--- src/rtl/regfile_write_arbiter.sv ---
// Round-robin arbiter sharing the register file's single write port between
// requester A (ALU writeback) and requester B (memory load), with an optional post-reset zero-clear.
module regfile_write_arbiter #(
  parameter int DATA_W     = 16,
  parameter int ADDR_W     = 3,
  parameter bit INIT_CLEAR = 1'b1
) (
  input  logic              clk,
  input  logic              reset,
  input  logic              req_a,
  input  logic [ADDR_W-1:0] wadd_a,
  input  logic [DATA_W-1:0] wdata_a,
  input  logic              req_b,
  input  logic [ADDR_W-1:0] wadd_b,
  input  logic [DATA_W-1:0] wdata_b,
  output logic              gnt_a,
  output logic              gnt_b,
  output logic              rf_write,
  output logic [ADDR_W-1:0] rf_wadd,
  output logic [DATA_W-1:0] rf_in,
  output logic              init_busy
);

  localparam logic [ADDR_W:0] NREGS = {1'b1, {ADDR_W{1'b0}}};

  typedef enum logic {
    INIT,
    ARB
  } state_t;

  state_t            state, state_next;
  logic [ADDR_W:0]   clr_cnt, clr_cnt_next;
  logic              ptr_b, ptr_b_next;
  logic              gnt_a_next, gnt_b_next, rf_write_next, init_busy_next;
  logic [ADDR_W-1:0] rf_wadd_next;
  logic [DATA_W-1:0] rf_in_next;
  logic              elig_a, elig_b, grant_a, grant_b, clr_done;

  // A requester granted last cycle sits out one cycle so a still-high req is not granted twice
  assign elig_a   = req_a & ~gnt_a;
  assign elig_b   = req_b & ~gnt_b;
  assign grant_a  = elig_a & (~elig_b | ~ptr_b);
  assign grant_b  = elig_b & (~elig_a |  ptr_b);
  assign clr_done = !INIT_CLEAR || (clr_cnt == NREGS);

  always_ff @(posedge clk) begin
    if (!reset) begin
      state     <= INIT;
      clr_cnt   <= '0;
      ptr_b     <= 1'b0;
      gnt_a     <= 1'b0;
      gnt_b     <= 1'b0;
      rf_write  <= 1'b1;
      rf_wadd   <= '0;
      rf_in     <= '0;
      init_busy <= 1'b1;
    end else begin
      state     <= state_next;
      clr_cnt   <= clr_cnt_next;
      ptr_b     <= ptr_b_next;
      gnt_a     <= gnt_a_next;
      gnt_b     <= gnt_b_next;
      rf_write  <= rf_write_next;
      rf_wadd   <= rf_wadd_next;
      rf_in     <= rf_in_next;
      init_busy <= init_busy_next;
    end
  end

  always_comb begin
    state_next   = state;
    clr_cnt_next = clr_cnt;
    ptr_b_next   = ptr_b;
    case (state)
      INIT: begin
        if (clr_done) begin
          state_next = ARB;
        end else begin
          clr_cnt_next = clr_cnt + 1'b1;
        end
      end
      ARB: begin
        if (grant_a) begin
          ptr_b_next = 1'b1;
        end else if (grant_b) begin
          ptr_b_next = 1'b0;
        end
      end
      default: state_next = INIT;
    endcase
  end

  // Address and data hold their last values whenever the port is idle
  always_comb begin
    gnt_a_next     = 1'b0;
    gnt_b_next     = 1'b0;
    rf_write_next  = 1'b1;
    rf_wadd_next   = rf_wadd;
    rf_in_next     = rf_in;
    init_busy_next = 1'b1;
    case (state)
      INIT: begin
        init_busy_next = !clr_done;
        if (!clr_done) begin
          rf_write_next = 1'b0;
          rf_wadd_next  = clr_cnt[ADDR_W-1:0];
          rf_in_next    = '0;
        end
      end
      ARB: begin
        init_busy_next = 1'b0;
        if (grant_a) begin
          gnt_a_next    = 1'b1;
          rf_write_next = 1'b0;
          rf_wadd_next  = wadd_a;
          rf_in_next    = wdata_a;
        end else if (grant_b) begin
          gnt_b_next    = 1'b1;
          rf_write_next = 1'b0;
          rf_wadd_next  = wadd_b;
          rf_in_next    = wdata_b;
        end
      end
      default: init_busy_next = 1'b1;
    endcase
  end

endmodule
--- config.mk ---
export PLATFORM = sky130hd
export DESIGN_NAME = regfile_write_arbiter
export DESIGN_NICKNAME = d
export VERILOG_FILES = /design/src/rtl/regfile_write_arbiter.sv
export SDC_FILE = /design/constraint.sdc
export NUM_CORES = 1
export LEC_CHECK = 0
export BUFFER_PORTS_ARGS = -buffer_cell sky130_fd_sc_hd__buf_2
export CAP_MARGIN = 25
export CORE_UTILIZATION = 45
export DETAILED_ROUTE_END_ITERATION = 16
export PLACE_DENSITY = 0.88
export SKIP_LAST_GASP = 1
export SLEW_MARGIN = 20
export SYNTH_ARGS = -nofsm -noshare
export SYNTH_HDL_FRONTEND = slang
export SYNTH_SLANG_ARGS = --single-unit
export TNS_END_PERCENT = 1
--- constraint.sdc ---
create_clock -name clk -period 4.4 [get_ports clk]
set_input_delay 0.22 -clock clk [delete_from_list [all_inputs] [get_ports clk]]
set_output_delay 0.22 -clock clk [all_outputs]
set_load 0.02 [all_outputs]
After elaboration in Yosys (flattened, before gate mapping)

Index checks and enable logic that the tools add are counted.

Add/subtract/negate cells: 1
Mux-type cells: 18
Equal/unequal tests: 3
Bitwise operators: 14
Reduce and logical (&&, ||, !) cells: 7

Operators with widths:

| cell                                                  | count |
|---|---|
| two-way mux 16 bit                                    | 3 |
| case mux 16 bit (2 select lines)                      | 1 |
| two-way mux 3 bit                                     | 3 |
| two-way mux 1 bit                                     | 8 |
| inverter 1 bit                                        | 8 |
| AND reduction 2 bit                                   | 4 |
| case mux 3 bit (2 select lines)                       | 1 |
| adder 4 x 1 -> 4 bit, second input constant           | 1 |
| bitwise AND 1 bit                                     | 4 |
| equality test 4 bit, second input constant            | 1 |
| case mux 1 bit (2 select lines)                       | 2 |
| inequality test 3 x 1 -> 1 bit, second input constant | 1 |
| OR reduction 3 bit                                    | 1 |
| inequality test 2 bit, second input constant          | 1 |
| bitwise OR 1 bit                                      | 2 |
| nonzero test 2 bit                                    | 1 |
| zero test 1 bit                                       | 1 |

Flip-flop bits (word level): 29
Input bits: 42
Word-level logic and storage cells: 52
Output and inout port bits: 23

Depth between registers and ports, before layout

Gate-level depths: netlist of run 1.

Depth after elaboration: 8
Depth in mapped cells: 8
Gate-level depth less buffers: 6

Least setup slack after synthesis of run 1

Ideal clock, no wire load.

Path type: register to register
From: register clr_cnt[0]
To: register rf_in[10]
Library setup time: 0.115 ns
Path buffers: 2
Clock period less this slack: 1.458 ns
Data required time: 4.285 ns
Stages on the path, launching flop included: 9
Setup slack: 2.942 ns
Data arrival time: 1.342 ns
Cell sequence: dfxtp_1 inv_1 ha_1 nand2_1 o21ai_4 and3_1 buf_4 buf_8 o2bb2ai_2

Word-level cells in the longest chain between the ends: 3

RTL lines:

| item                            | line | RTL |
|---|---|---|
| start, declared                 | 32   | `logic [ADDR_W:0] clr_cnt, clr_cnt_next;` |
| start signal, assigned          | 59   | `clr_cnt <= clr_cnt_next;` |
| equality test 4 bit             | 44   | `assign clr_done = !INIT_CLEAR \|\| (clr_cnt == NREGS);` |
| inequality test 2 bit (no line) | -    |  |
| AND reduction 2 bit (no line)   | -    |  |
| end signal, assigned            | 65   | `rf_in <= rf_in_next;` |
| end, declared                   | 20   | `output logic [DATA_W-1:0] rf_in,` |

Every way passes these cells.
A chain may end at the register's enable or synchronous reset.

Worst setup path in the final report of run 1

From: register clr_cnt[0]
To: register rf_in[15]

The elaborated chain is that of the path after synthesis.

==> results by group, run 1 <==
Cells and area
  • Area Overhead vs Synth: 26.4%
  • Finished Core Util: 0.608
  • Post-route cell area: about 1700 um^2
  • Nets: 226
  • N_diodes: 0
  • Share of layout cells above drive strength 1: 0.481

Critical path
  • R2r setup slk: between 2 and 2.5 ns
  • CP peak stage delay: roughly 0.72 ns
  • Crit path kind: flip-flop to flip-flop
  • Stages on worst setup path: 6
  • Critical path buffer and inverter count: 1
  • Largest delay share family, worst path: simple AND/OR/NAND/NOR gates
  • Cell depth of the worst flop-to-flop path: 6
  • R2R Path Start: clr_cnt[0]
  • Slowest CP cell: and3_1
  • CP Capture Type: flip-flop
  • Worst Path Required: ~4.7 ns
  • Startpoint type of the worst setup path: flip-flop
  • CP max FO: 16
  • R2R Path End: rf_in[15]
  • Critical path arrival: about 2.2 ns
  • Critical-path cell list: inv_1 -> ha_1 -> nand2_1 -> o21ai_4 -> and3_1 -> o2bb2ai_1

Floorplanning
  • Floorplan row count: 19
  • I/O pins: 65
  • Die Wd: 56.5 um
  • Starting Density: 0.481
  • Total core area: 2780 um^2
  • Die area: around 3200 um^2
  • DIE HEIGHT: ~57 um

STA
  • Max-slew headroom: 0.359
  • Setup Viol. Count Final: 0
  • Fin crit period: slightly below 2 ns
  • Fmax: about 520 MHz
  • Slew @ Worst Pin: 0.959 ns
  • Part of the cycle the worst path needs: 0.437
  • RSZ-0062 raised after global routing: false
  • Final Hold Viols: 0
  • TNS Setup: 0 ns
  • Final slew viol count: 0
  • Clk_skew: ~0.011 ns

Hold path
  • Hold Path Sink: rf_in[7]
  • Hold Path Depth: 3
  • Hold crit path type: input port to flip-flop
  • Worst hold path startpoint: wdata_a[7]

Pwr
  • Pint: ~0.00036 W
  • Clock share of power: 0.322
  • Psw: 0.000129 W
  • Pwr/cell area: between 200 and 300 nW/um^2
  • LEAKAGE: a little over 0.8 nW
  • Sequential share of power: 0.562
  • Sw Ratio: 0.266
  • Comb power frac: 0.116
  • Maximum VDD drop: about 250 uV

Synth
  • Number of synthesized flops with an enable pin: 0
  • Distinct cells, synth: 34
  • Post-synthesis register bit count: 29
  • Syn Nets: 162
  • Most used flip-flop cell after synthesis: dfxtp_1
  • Post-Syn Area: 1340 um^2
  • Syn_area_per_cell: between 10 and 15 um^2
  • Synth warn: 0
  • Post-synthesis sequential area ratio: 0.434
  • Synth Instances: 118
  • Async set-or-reset flop fraction in the synthesized netlist: 0

Global routing
  • Initial antenna violation count: 0
  • First-pass GRT wire length: between 4000 and 5000 um
  • Vias in the first global route: 1072
  • Total Routing Usage GR: 0.199
  • Total congestion overflow: 0
  • Largest net degree at the start of global routing: 21

Detailed routing
  • Avg WL per Cell: approximately 14 um
  • DR vias: between 1000 and 1500
  • Vias/cell: between 5 and 6
  • Post-Route WL: ~3000 um
  • DRC viols: 0
  • Drt pass-1 iters: 4
  • Initial DRC count: 37
  • Remaining antenna violation count: 0

Placement
  • Post-detail-place hpwl: ~2300 um
  • Port Buffers: between 60 and 70
  • Cell Area, Placed: about 1600 um^2
  • Routability cong.: around 0.8

Clock network
  • CTS Root Cell: clkbuf_4
  • Worst-Skew Late Latency: ~0.34 ns
  • Hold-fix buffers, CTS: 0
  • CTS tree: done
  • Clk sinks: 29
  • Clk slew on worst S/H paths: 0.10 ns
  • # H-tree levels: 2
  • Setup bufs post-CTS: 0
  • Resize count post-CTS: 0
  • CTS max path bufs: 2
  • Clock buffer count from CTS: 5

Flow run
  • Max-Cap Viols: 0

Outcome
  • Status: complete, no violations
## worst register-to-register path, delay by kind of cell, from the launching register on
kind	cells	cell delay (ns)
buffers and inverters	1	0.09
and+or+nand+nor	2	0.81
AOI/OAI and AO/OA	2	0.45
DFF	1	0.35
adders and majority gates	1	0.14
## power by group through the flow
stage	clock (W)	combinational [W]	sequential (W)
5_1_grt	0.000176	0.0000627	0.000274
6_report	0.000156	0.0000566	0.000273
2_1_floorplan	0	0.0000296	0.000281
3_5_place_dp	0	0.0000571	0.000279
3_3_place_gp	0	0.0000545	0.000278
4_1_cts	0.000158	0.0000572	0.000273
## sequential cells by signal (all words and copies together) (netlist names)
| register | flops |
|---|---|
| state | 1 |
| rf_write | 1 |
| init_busy | 1 |
| clr_cnt | 4 |
| ptr_b | 1 |
| rf_in | 16 |
| gnt_b | 1 |
| gnt_a | 1 |
| rf_wadd | 3 |
## cells in the final DEF (no fill, tap or decap)
cell type	netlist	routed
clkinvlp_4	0	1
mux2i_1	17	17
nor2_1	4	4
nor3_1	1	1
clkinv_2	0	2
nand2_1	2	2
ha_1	2	2
a31o_2	1	1
clkbuf_4	0	5
xnor2_1	1	1
nor3b_1	1	1
dfxtp_1	29	29
a21oi_1	2	2
nand2b_1	2	2
inv_2	1	1
nand3_1	1	1
o2bb2ai_1	6	6
or2_1	1	1
o21ai_0	3	3
o21ai_4	1	1
o31ai_1	3	3
nor2b_4	1	1
nor2b_2	1	1
and3_1	1	1
xor2_1	1	1
buf_2	1	64
o21ai_2	1	1
nand4_1	4	4
and2_1	5	5
nand3b_1	1	1
inv_1	5	5
a221oi_1	3	3
o2bb2ai_2	10	10
## Yosys cell counts (2+ instances only)
cell       count  share of area
nand2_1        2         0.0056
buf_6          2          0.017
and2_1         5          0.023
nor2_1         4          0.011
nand4_1        4          0.019
ha_1           2          0.019
a21oi_1        2         0.0075
mux2i_1       17           0.13
o2bb2ai_1      6          0.039
inv_1          5          0.014
buf_4          2          0.011
a221oi_1       3          0.020
nand2b_1       2         0.0093
o31ai_1        3          0.017
o21ai_0        3          0.011
o2bb2ai_2     10           0.11
dfxtp_1       29           0.43
## logic make-up after synthesis
logic type,after synthesis,share of synthesized area
muxes,17,0.127
xor gates and xnor gates,2,0.0131
AOI/OAI and AO/OA,30,0.232
adders and majority gates,2,0.0187
and+or+nand+nor,25,0.113
DFF,29,0.434
buffers and inverters,13,0.0626
## metal layers
metal  GRT usage  share of wire  up-vias
li1            -              -      559
met1       0.212           0.39      526
met2       0.360           0.51       60
met3      0.0714          0.081        7
met4      0.0627          0.019        0
met5           0              0        -
## worst max-delay path by stage
stage / endpoint / from
2_1_floorplan: rf_in[10] / clr_cnt[0]
5_1_grt: rf_wadd[2] / gnt_b
6_report: rf_in[15] / clr_cnt[0]
4_1_cts: rf_in[15] / clr_cnt[0]
3_5_place_dp: rf_in[15] / clr_cnt[0]
3_3_place_gp: rf_wadd[2] / gnt_b
## area by class of cell
type	instances	area, um^2
Clock buffer	5	37.5
Clock inverter	3	17.5
Fill cell	229	1090
Inverter	6	22.5
Multi-Input combinational cell	76	674
Sequential cell	29	581
Tap cell	31	38.8
Timing Repair Buffer	64	320
## per-stage QoR
step / power, W / worst slack [ns] / hold WS, ns / std cells
final: 0.000486 / 2.48 / 0.146 / 214
after global routing: 0.000512 / 2.33 / 0.146 / 214
after CTS: 0.000488 / 2.48 / 0.150 / 214
after detailed placement: 0.000336 / 2.49 / 0.451 / 206
after global placement: 0.000333 / 2.61 / 0.445 / 206
after floorplan: 0.000310 / 2.94 / 0.395 / 118
(Power assumes the default switching activity.)
==> inputs of run 2 (changes only) <==
Clock period 4.4 ns to 1.8 ns, I/O delays scaled along.
==> run 2 against run 1 <==
Effect of this change:
- core utilization increased by 1.6 points
- register-to-register slack worse by 2.2 ns
- routed wire length down 4.0%
- critical path type unchanged
- critical endpoint is now rf_in[14]
- largest cell class unchanged
- largest power group unchanged
==> results by group, run 2 (same netlist as run 1, synthesis figures left out) <==
Cells and area
  • Largest Register: rf_in
  • Area Overhead vs Synth: 29.7%
  • Share of layout cells above drive strength 1: 0.489
  • Fill count: about 240
  • Finished Core Util: 0.624
  • Most common cell after layout, fill and taps aside: buf_2
  • N_diodes: 0
  • Area of the multi-input gates: approximately 670 um^2
  • Max reg flops: 16
  • Register area: between 500 and 600 um^2
  • Nets: ~230
  • Registers with the most flip-flops: rf_in: 16 flops, clr_cnt: 4 flops, rf_wadd: 3 flops
  • Commonest cells after routing, fill and taps aside: 64 x buf_2, 29 x dfxtp_1, 17 x mux2i_1

Pwr
  • Sequential share of power: 0.561
  • Clock share of power: 0.318
  • Pint: ~0.0009 W
  • Sw Ratio: 0.232
  • LEAKAGE: 0.844 nW
  • Maximum VDD drop: 478 uV
  • Pwr/cell area: 683 nW/um^2
  • Comb power frac: 0.121
  • Psw: between 0.0002 and 0.0003 W

Critical path
  • CP Capture Type: flip-flop
  • CP max FO: 10
  • Critical path arrival: approximately 1.8 ns
  • Slowest CP cell: dfxtp_1
  • Crit path kind: flip-flop to flip-flop
  • Stages on worst setup path: 7
  • Startpoint type of the worst setup path: flip-flop
  • R2R Path Start: clr_cnt[0]
  • Critical-path cell list: inv_1 -> ha_1 -> nand2_1 -> o21ai_4 -> and3_1 -> buf_4 -> o2bb2ai_2
  • Largest delay share family, worst path: compound AO/OA/AOI/OAI gates
  • Critical path buffer and inverter count: 2
  • R2R Path End: rf_in[14]
  • Cell depth of the worst flop-to-flop path: 7
  • R2r setup slk: about 0.29 ns
  • Worst Path Required: 2.05 ns
  • CP peak stage delay: around 0.34 ns

Detailed routing
  • Vias/cell: between 5 and 6
  • Post-Route WL: approximately 2900 um
  • DRC viols: 0
  • Remaining antenna violation count: 0
  • DR vias: roughly 1100
  • Initial DRC count: 34
  • Drt pass-1 iters: 5
  • Avg WL per Cell: 13.1 um

STA
  • Final slew viol count: 0
  • Part of the cycle the worst path needs: 0.837
  • TNS Setup: 0 ns
  • Fin crit period: ~1.5 ns
  • Setup Viol. Count Final: 0
  • Clk_skew: 0.00650 ns
  • Slew @ Worst Pin: between 0.2 and 0.3 ns
  • RSZ-0062 raised after global routing: false
  • Final Hold Viols: 0
  • Fmax: 664 MHz
  • Max-slew headroom: 0.812

Clock network
  • Clock buffer count from CTS: 5
  • Hold-fix buffers, CTS: 0
  • CTS tree: done
  • Worst-Skew Late Latency: between 0.3 and 0.4 ns
  • CTS max path bufs: 2
  • CTS Root Cell: clkbuf_4
  • Setup bufs post-CTS: 0
  • # H-tree levels: 2
  • Resize count post-CTS: 0
  • Clk sinks: 29
  • Clk slew on worst S/H paths: ~0.080 ns

Floorplanning
  • DIE HEIGHT: between 50 and 60 um
  • Total core area: 2780 um^2
  • I/O pins: 65
  • Die Wd: between 50 and 60 um
  • Starting Density: 0.481
  • Floorplan row count: 19
  • Die area: about 3200 um^2

Global routing
  • Total congestion overflow: 0
  • First-pass GRT wire length: approximately 4600 um
  • Initial antenna violation count: 0
  • Vias in the first global route: roughly 1100
  • Largest net degree at the start of global routing: 13
  • Total Routing Usage GR: 0.189

Hold path
  • Hold Path Sink: rf_in[15]
  • Worst hold path startpoint: wdata_b[15]
  • Hold Path Depth: 3
  • Hold crit path type: input port to flip-flop

Outcome
  • Status: complete, no violations

Placement
  • Port Buffers: 64
  • Routability cong.: a little under 0.8
  • Post-detail-place hpwl: 2350 um

Flow run
  • Max-Cap Viols: 0
-- run 2: cell count changes in the layout (fill, tap and decap cells not counted) --
cell,delta
buf_4,+6
clkbuf_1,+1
clkbuf_8,+1
clkinv_2,-2
clkinvlp_4,-1
-- run 2: how the worst max path moves through the flow --
stage	from	slack, ns	to
2_1_floorplan	clr_cnt[0]	0.34	rf_in[10]
3_3_place_gp	clr_cnt[0]	0.38	rf_in[10]
3_5_place_dp	clr_cnt[0]	0.30	rf_in[10]
4_1_cts	clr_cnt[0]	0.28	rf_in[10]
5_1_grt	clr_cnt[0]	0.17	rf_in[14]
6_report	clr_cnt[0]	0.29	rf_in[14]
-- run 2: power by group through the flow --
| stage | combinational [W] | sequential (W) | clock (W) |
|---|---|---|---|
| 6_report | 0.000143 | 0.000666 | 0.000378 |
| 5_1_grt | 0.000157 | 0.000668 | 0.000428 |
| 4_1_cts | 0.000144 | 0.000666 | 0.000394 |
| 3_5_place_dp | 0.000144 | 0.000681 | 0 |
| 3_3_place_gp | 0.000137 | 0.000680 | 0 |
| 2_1_floorplan | 0.0000725 | 0.000686 | 0 |
-- run 2: layout make-up --
class / instances / area share
Multi-Input combinational cell: 76 / 0.388
Clock buffer: 7 / 0.0317
Sequential cell: 29 / 0.334
Timing Repair Buffer: 70 / 0.210
Tap cell: 31 / 0.0223
Inverter: 6 / 0.0130
-- run 2: worst min-delay path, cell delays in order --
cell	delay [ns]
buf_2	0.07
mux2i_1	0.05
o2bb2ai_1	0.11
-- run 2: layer usage --
metal	GRT usage	share of wire	up-vias
li1	-	-	573
met1	0.204	0.41	524
met2	0.339	0.50	46
met3	0.0599	0.079	5
met4	0.0732	0.010	0
met5	0	0	-
-- run 2: stage by stage --
stage	power, W	std cells	cell area, um^2	hold WS, ns	setup slack, ns
after floorplan	0.000758	118	1340	0.265	0.342
after global placement	0.000817	212	1680	0.351	0.379
after detailed placement	0.000825	212	1680	0.373	0.299
after CTS	0.00120	219	1740	0.0365	0.281
after global routing	0.00125	219	1740	0.0355	0.165
final	0.00119	219	1740	0.0486	0.294
==> inputs of run 3 (changes only) <==
Clock period 1.8 ns to 1.4 ns, I/O delays scaled along.
==> run 3 against run 2 <==
Effect of this change:
- sequential power is 29% higher
- fmax grew 9.6%
- combinational power up 47%
- sequential share of layout area is 2.9 points lower
- total power increased by 61%
- first-iteration DRC count fell by 50%
- via count rose by 3.4%
- routed wire length grew 8.4%
- global-route usage grew 1.2 points
- critical path type unchanged
==> results by group, run 3 (same netlist as run 1, synthesis figures left out) <==
Outcome
  • Status: complete, no violations

Detailed routing
  • Avg WL per Cell: roughly 14 um
  • Post-Route WL: between 3000 and 4000 um
  • DR vias: between 1000 and 1500
  • Drt pass-1 iters: 4
  • Remaining antenna violation count: 0
  • DRC viols: 0
  • Initial DRC count: 17
  • Vias/cell: ~5.3

Cells and area
  • Finished Core Util: 0.686
  • Non-filler cells, final: around 230
  • Nets: approximately 240
  • Largest Register: rf_in
  • Max reg flops: 16
  • Share of layout cells above drive strength 1: 0.541
  • Fill count: about 220
  • Commonest cells after routing, fill and taps aside: 64 x buf_2, 27 x dfxtp_1, 16 x mux2i_1
  • Area of the multi-input gates: slightly above 700 um^2
  • Register area: about 580 um^2
  • N_diodes: 0
  • Registers with the most flip-flops: rf_in: 16 flops, clr_cnt: 4 flops, rf_wadd: 3 flops
  • Most common cell after layout, fill and taps aside: buf_2
  • Area Overhead vs Synth: 42.6%

STA
  • Part of the cycle the worst path needs: 0.982
  • Clk_skew: 0.00991 ns
  • Setup Viol. Count Final: 0
  • Max-slew headroom: 0.828
  • Final slew viol count: 0
  • RSZ-0062 raised after global routing: true
  • Slew @ Worst Pin: approximately 0.26 ns
  • Fin crit period: 1.37 ns
  • Final Hold Viols: 0
  • Fmax: around 730 MHz

Floorplanning
  • Floorplan row count: 19
  • Starting Density: 0.481
  • Die Wd: about 57 um
  • Total core area: roughly 2800 um^2
  • Die area: around 3200 um^2
  • I/O pins: 65
  • DIE HEIGHT: approximately 57 um

Flow run
  • Max-Cap Viols: 0

Clock network
  • CTS max path bufs: 2
  • Clk sinks: 29
  • Worst-Skew Late Latency: roughly 0.33 ns
  • CTS tree: done
  • # H-tree levels: 2
  • Clock buffer count from CTS: 5
  • CTS Root Cell: clkbuf_4
  • Clk slew on worst S/H paths: around 0.10 ns

Global routing
  • Initial antenna violation count: 0
  • First-pass GRT wire length: ~5000 um
  • Total congestion overflow: 0
  • Vias in the first global route: around 1200
  • Largest net degree at the start of global routing: 17
  • Total Routing Usage GR: 0.201

Critical path
  • Critical path arrival: around 1.6 ns
  • Startpoint type of the worst setup path: flip-flop
  • R2R Path Start: clr_cnt[0]
  • R2R Path End: rf_in[3]
  • R2r setup slk: about 0.025 ns
  • Worst Path Required: 1.65 ns
  • CP max FO: 16
  • CP Capture Type: flip-flop
  • Crit path kind: flip-flop to flip-flop
  • Cell depth of the worst flop-to-flop path: 7

Hold path
  • Hold crit path type: input port to flip-flop
  • Hold Path Sink: rf_in[12]
  • Hold Path Depth: 3
  • Worst hold path startpoint: wdata_a[12]

Placement
  • Routability cong.: 0.762
  • Port Buffers: 64
  • Post-detail-place hpwl: about 2300 um
  • Placed cells: approximately 210

Pwr
  • Pwr/cell area: ~1000 nW/um^2
  • Maximum VDD drop: approximately 1100 uV
  • Overall power: roughly 0.0019 W
  • LEAKAGE: between 0.9 and 1 nW
[run 3: through the flow]
stage               hold slack [ns]  setup WS (ns)  TNS [ns]  instance area [um^2]
floorplan                     0.245         0.0108         0                  1360
global placement              0.334         0.0791         0                  1730
detailed placement            0.346        -0.0411    -0.323                  1730
CTS                         0.00295        -0.0172   -0.0347                  1880
global route                 0.0127        -0.0500    -0.196                  1910
finish                       0.0133         0.0253         0                  1910
[run 3: power by group]
part | internal (W) | switching [W]
sequential | 0.000842 | 0.0000172
combinational | 0.000113 | 0.0000973
clock | 0.000553 | 0.000292
[run 3: how the worst max path moves through the flow]
stage	from	endpoint	slack, ns	cells after the start
after global placement	gnt_b	rf_in[6]	0.08	5
after detailed placement	clr_cnt[0]	rf_in[3]	-0.04	7
after floorplan	clr_cnt[0]	rf_in[10]	0.01	8
after global routing	clr_cnt[1]	rf_wadd[1]	-0.05	7
after CTS	clr_cnt[0]	rf_in[3]	-0.02	7
final	clr_cnt[0]	rf_in[3]	0.03	7
[run 3: what timing repair did]
action,CTS,global route
hold buffers,4,0
pin swaps,1,4
resized for setup,2,3
endpoints found under the hold margin,3,0
setup buffers,0,2
setup endpoints to repair,16,18
[run 3: cell type report]
cell class              instances  area share
multi-input cells              76       0.373
flip-flops and latches         29       0.305
repair buffers                 75       0.236
clock inverters                 3      0.0341
well taps                      31      0.0203
clock buffers                   5      0.0197
inverters                       6      0.0118
[run 3: worst max-delay path: stages (launching register included)]
cell and delay (ns):
dfxtp_2 0.35, inv_2 0.09, ha_4 0.14, nand2_2 0.06, o21ai_4 0.17, and3_4 0.21
buf_12 0.15, o2bb2ai_1 0.13
[run 3: routing by layer]
metal | up-vias | wire [um] | GRT usage
met5 | - | 0 | 0
met4 | 0 | 21 | 0.0523
met3 | 3 | 222 | 0.0691
met2 | 43 | 1560 | 0.360
met1 | 559 | 1310 | 0.225
li1 | 582 | - | -
